**src/rtl/data_adc_dec.sv**
```systemverilog
// rtl/data_adc_dec.sv - N-channel sigma-delta bitstream sync and sinc1 decimator with valid/ready frame output
// Optional per-channel clip detection when ADC_CLIPDET_EN is defined.
module data_adc_dec #(
    parameter int NCH         = 6,
    parameter int SYNC_STAGES = 2,
    parameter int DEC_RATIO   = 64,
    parameter int CLIP_LEN    = 32
) (
    input  logic                             mclkin,
    input  logic                             rst_n,
    input  logic                             en,
    input  logic [NCH-1:0]                   data_in,
    input  logic                             overrun_clr,
    output logic [NCH-1:0]                   mdat,
    output logic [NCH*$clog2(DEC_RATIO+1)-1:0] sum_data,
    output logic                             sum_valid,
    input  logic                             sum_ready,
    output logic                             overrun,
    output logic [NCH-1:0]                   clip
);
    localparam int SW = $clog2(DEC_RATIO + 1);
    localparam int WW = (DEC_RATIO > 2) ? $clog2(DEC_RATIO) : 1;

    logic [NCH-1:0]    sync_q [SYNC_STAGES];
    logic [WW-1:0]     wcnt;
    logic [SW-1:0]     acc [NCH];
    logic [NCH*SW-1:0] counts;
    logic              win_end;

    always_ff @(posedge mclkin or negedge rst_n) begin
        if (!rst_n) begin
            for (int s = 0; s < SYNC_STAGES; s++) sync_q[s] <= '0;
        end else begin
            sync_q[0] <= data_in;
            for (int s = 1; s < SYNC_STAGES; s++) sync_q[s] <= sync_q[s-1];
        end
    end

    assign mdat    = sync_q[SYNC_STAGES-1];
    assign win_end = en && (wcnt == WW'(DEC_RATIO - 1));

    // Final count folds in the current bit so the next window starts with no lost cycle.
    always_comb begin
        counts = '0;
        for (int c = 0; c < NCH; c++) counts[c*SW +: SW] = acc[c] + SW'(mdat[c]);
    end

    always_ff @(posedge mclkin or negedge rst_n) begin
        if (!rst_n) begin
            wcnt      <= '0;
            for (int c = 0; c < NCH; c++) acc[c] <= '0;
            sum_data  <= '0;
            sum_valid <= 1'b0;
            overrun   <= 1'b0;
        end else begin
            if (!en || win_end) begin
                wcnt <= '0;
                for (int c = 0; c < NCH; c++) acc[c] <= '0;
            end else begin
                wcnt <= wcnt + 1'b1;
                for (int c = 0; c < NCH; c++) acc[c] <= acc[c] + SW'(mdat[c]);
            end

            if (win_end && (!sum_valid || sum_ready)) begin
                sum_data  <= counts;
                sum_valid <= 1'b1;
            end else if (sum_valid && sum_ready) begin
                sum_valid <= 1'b0;
            end

            if (win_end && sum_valid && !sum_ready) begin
                overrun <= 1'b1;
            end else if (overrun_clr) begin
                overrun <= 1'b0;
            end
        end
    end

`ifdef ADC_CLIPDET_EN
    localparam int RW = $clog2(CLIP_LEN + 1);

    logic [NCH-1:0] mdat_d;
    logic [RW-1:0]  run [NCH];
    logic [NCH-1:0] clip_q;

    // run holds the length of the current constant stretch, saturating at CLIP_LEN.
    always_ff @(posedge mclkin or negedge rst_n) begin
        if (!rst_n) begin
            mdat_d <= '0;
            clip_q <= '0;
            for (int c = 0; c < NCH; c++) run[c] <= '0;
        end else begin
            mdat_d <= mdat;
            for (int c = 0; c < NCH; c++) begin
                if (mdat[c] != mdat_d[c]) begin
                    run[c]    <= RW'(1);
                    clip_q[c] <= 1'b0;
                end else begin
                    if (run[c] != RW'(CLIP_LEN)) run[c] <= run[c] + 1'b1;
                    clip_q[c] <= (run[c] >= RW'(CLIP_LEN - 1));
                end
            end
        end
    end

    assign clip = clip_q;
`else
    logic unused_clip_len;
    assign unused_clip_len = ^CLIP_LEN;
    assign clip            = '0;
`endif

endmodule

```
**config.mk**
```make
export PLATFORM = sky130hd
export DESIGN_NAME = data_adc_dec
export DESIGN_NICKNAME = d
export VERILOG_FILES = /design/src/rtl/data_adc_dec.sv
export SDC_FILE = /design/constraint.sdc
export NUM_CORES = 1
export LEC_CHECK = 0
export CORE_UTILIZATION = 55
export DETAILED_ROUTE_END_ITERATION = 8
export GPL_ROUTABILITY_DRIVEN = 0
export PLACE_DENSITY = 0.87
export SYNTH_ARGS = -nofsm -noshare
export SYNTH_HDL_FRONTEND = slang
export SYNTH_SLANG_ARGS = --single-unit
export TNS_END_PERCENT = 20
```
**constraint.sdc**
```tcl
create_clock -name mclkin -period 4.15 [get_ports mclkin]
set_input_delay 0.83 -clock mclkin [delete_from_list [all_inputs] [get_ports mclkin]]
set_output_delay 0.83 -clock mclkin [all_outputs]
set_load 0.005 [all_outputs]
```
==> results.txt <==
- Library cell with the largest summed area after synthesis: sky130_fd_sc_hd__dfrtp_1
- The floorplan step defined a die boundary enclosing 8200 sq um.
- Synth Area per Inst: ~12 sq um
- Slew at the pin with the worst max-slew slack: 999 ps
- CP Launch Type: input pin
- Largest buffer count on any clock path: 2
- The region available for standard cell placement spans 7410 sq um.
* Worst-Skew Late Latency: 360 ps
* Max Clk Rate: 361 MHz
* Combined flip-flop and latch cell area: 2600 sq um
- The clock net in this run drives a total of ~100 sinks.
- Cell types occupying the most area after synthesis: sky130_fd_sc_hd__dfrtp_1 60%, sky130_fd_sc_hd__a31oi_1 6.1%, sky130_fd_sc_hd__ha_1 3.8%
- Total congestion overflow: 0
- Most used standard cell by instance count after synthesis: sky130_fd_sc_hd__dfrtp_1
* Antenna violations before repair: 0
- Setup repair bufs after CTS: 0
- The H-tree generated during clock tree synthesis spans 3 levels.
* Syn Inst Count: 364
- The min-delay analysis places its worst path in the category reg -> reg.
- In the finished design, the share of the clock period the worst path needs comes to 66.7%.
* CTS tree: done
* Placement Rows: 31
- The first global-routing pass estimated 14.5 mm of wire.
* IO Count: 67
- The worst path in the final design needs a cycle of 2770 ps, including I/O delays and setup.
* Sequential-to-total area share from yosys stat: 60.3%
- Nets@finish: 437
- RSZ-0062 raised after global routing: false
- Count of hold buffers inserted by post-cts repair: 0
- X dimension of the die: 90.6 microns
- Post-CTS Resized: 0
* Height of the die: 90.6 microns
* Number of CTS-inserted buffers: 9
- For this block, the initial DRC count from the detailed router was 204.
- PD cells: 354 nW/um^2
* Detail-routed via count per cell: 5.81
- Entering global routing, the biggest net connects 84 pins.
- Hold is met by 357 ps.
* Setup Crit Path Kind: in -> reg
- Sequential fraction of design power: between 50% and 60%
- Across every metal layer, demand over resource in global routing totals 22.5%.
* Top cell types by occurrence after synthesis: 104 x sky130_fd_sc_hd__dfrtp_1, 42 x sky130_fd_sc_hd__a31oi_1, 22 x sky130_fd_sc_hd__nor2_1, 21 x sky130_fd_sc_hd__a21oi_1, 21 x sky130_fd_sc_hd__nand3_1
* MaxCap Viol Count: 0
- Summing all placed instances gives a cell area of 4900 sq um.
- STA classifies the critical path endpoint as a register.
- Fraction of layout instances using a drive strength above 1: a little over a tenth
* Total routed wirelength: 8.58 mm
- The completed layout was analyzed and its total power is 1.81 mW.
- Number of synthesized register bits: about 100
* Critical Path RT: 4390 ps
- Among all flip-flop cells after synthesis, the most frequent one is sky130_fd_sc_hd__dfrtp_1.
* Post-synthesis to final-layout area growth: 18.7%
* Number of different library cells in the post-synthesis netlist: 28
- Worst-case vdd ir drop: 179 uV
- Sum of negative setup slack: 0 ps
- With fillers left out, the area of the finished cells amounts to 5120 sq um.
* Detailed-placement wirelength estimate: 5.53 mm
* Number of port buffers: 60
- DRC Markers: 0
* Combinational cell fraction of total power: ~4.6%
- The setup check on the worst reg-to-reg path leaves a slack of about 1800 ps.
- Clock-pin slew was measured on the worst setup and hold paths at 90 ps.
- Headroom to the max-slew limit came out at 33.4%.
* Worst-path maximum fanout: 42
- Relative contribution of the clock network to total power: 37.6%
- The routed layout has 2998 vias.
- The via count of the first global-routing pass came to 3016.
- Count of fill cells added during filler insertion: 517
* Detail-routed net length per standard cell: 16.6 microns
- Net switching fraction of the power: 21.6%
* Number of diodes: 0
- Status: finished, final reports clean
- Once the floorplan was initialized, standard cells occupied 58.3% of the core.
- Length of the first detailed-routing pass in iterations: 6
- Share of synthesized flip-flops with an asynchronous set or reset: 100%
* Standby leakage power: 2.26 nW
- Net load switching power: 0.392 mW
- Setup violations remaining at the end of the flow were counted as 0.
- Yosys warning total: 0
* Post-synth EDFFs: 0
- Synthesized cell area: 4320 sq um
- Slew Limit Fails: 0
- The count of nets left with antenna violations once routing finished came out at 0.
* WP data arrival: 3010 ps
- For the final database, setup skew stands at 12.2 ps.
- Fraction of synthesized cell area taken by the top area cell type: 60.3%
- Root buffer selected by CTS: sky130_fd_sc_hd__clkbuf_8
- Internal: approximately 1.4 mW
* Footprint of the multi-input gates: 1530 sq um
- The number of failing hold endpoints at the final stage was 0.
[cell type report]
cell class | count | area share, %
Multi-Input combinational cell | 231 | 29.9
Inverter | 2 | 0.147
Clock buffer | 10 | 2.69
Sequential cell | 104 | 50.8
Clock inverter | 5 | 1.59
Timing Repair Buffer | 65 | 12.4
Tap cell | 99 | 2.42
[cell families after synthesis]
group,Yosys count,share of synthesized area [%]
AO/OA/AOI/OAI,89,12.5
adder cells (fa/ha/maj),13,3.77
flip-flops,104,60.3
AND/OR/NAND/NOR,90,10.5
XOR/XNOR,21,4.26
multiplexers,12,3.91
other,1,0.0869
buffers and inverters,34,4.67
[metal layers]
metal,global-route usage (%),routed length [microns]
met1,28.3,3470
met4,9.27,161
met2,38.8,4460
met3,3.70,486
met5,0,0
[per-stage QoR]
step / std cells / worst slack [ps] / utilization (%)
2_1_floorplan: 369 / 2190 / -
3_3_place_gp: 501 / 1070 / 66.2
3_5_place_dp: 501 / 1040 / 66.2
5_1_grt: 516 / 1280 / 69.1
4_1_cts: 516 / 1380 / 69.1
6_report: 516 / 1380 / 69.1
[path summary, 6_finish.rpt]
check / startpoint / to / depth (start not counted)
min: sync_q[11] / mdat[5] / 0
min reg2reg: sync_q[11] / mdat[5] / 0
max in group asynchronous: rst_n / acc[31] / 2
max: en / sum_data[28] / 5
max reg2reg: wcnt[0] / sum_data[28] / 5
min in group asynchronous: rst_n / sum_data[36] / 1
[power by group through the flow]
stage	Sequential [mW]	Clock, mW	Combinational (mW)
final	1.05	0.682	0.0840
after floorplan	1.06	0	0.0454
after CTS	1.05	0.685	0.0863
after global placement	1.06	0	0.0807
after global routing	1.05	0.725	0.0968
after detailed placement	1.07	0	0.0855
[worst max-delay path, cell delays in order]
cell and delay, ps:
sky130_fd_sc_hd__clkdlybuf4s50_1 530, sky130_fd_sc_hd__and4_1 230, sky130_fd_sc_hd__buf_4 330, sky130_fd_sc_hd__and3_4 660
sky130_fd_sc_hd__mux2_2 410
[sequential cells by signal (all words and copies together) (netlist names)]
| register | cells |
|---|---|
| sum_valid | 1 |
| mdat | 6 |
| acc | 42 |
| overrun | 1 |
| wcnt | 6 |
| sync_q | 6 |
| sum_data | 42 |
[cell usage in the layout, fill, tap and decap left out, drive strengths merged]
cell,synthesis,routed
nor2,22,22
bufinv,0,2
clkbuf,12,10
a21oi,31,31
inv,2,2
clkinvlp,0,1
o22ai,1,1
and2,14,14
conb,1,6
dfrtp,104,104
nand2,16,16
or3,13,13
clkinv,0,2
mux2,12,12
xor2,14,14
o21a,1,1
nand2b,1,1
xnor2,7,7
or4b,1,1
buf,20,6
o21ai,14,14
clkdlybuf4s50,0,59
a31oi,42,42
ha,13,13
and3,1,1
nand3,21,21
and4,1,1
No activity file was read; power rests on OpenSTA's default activity.
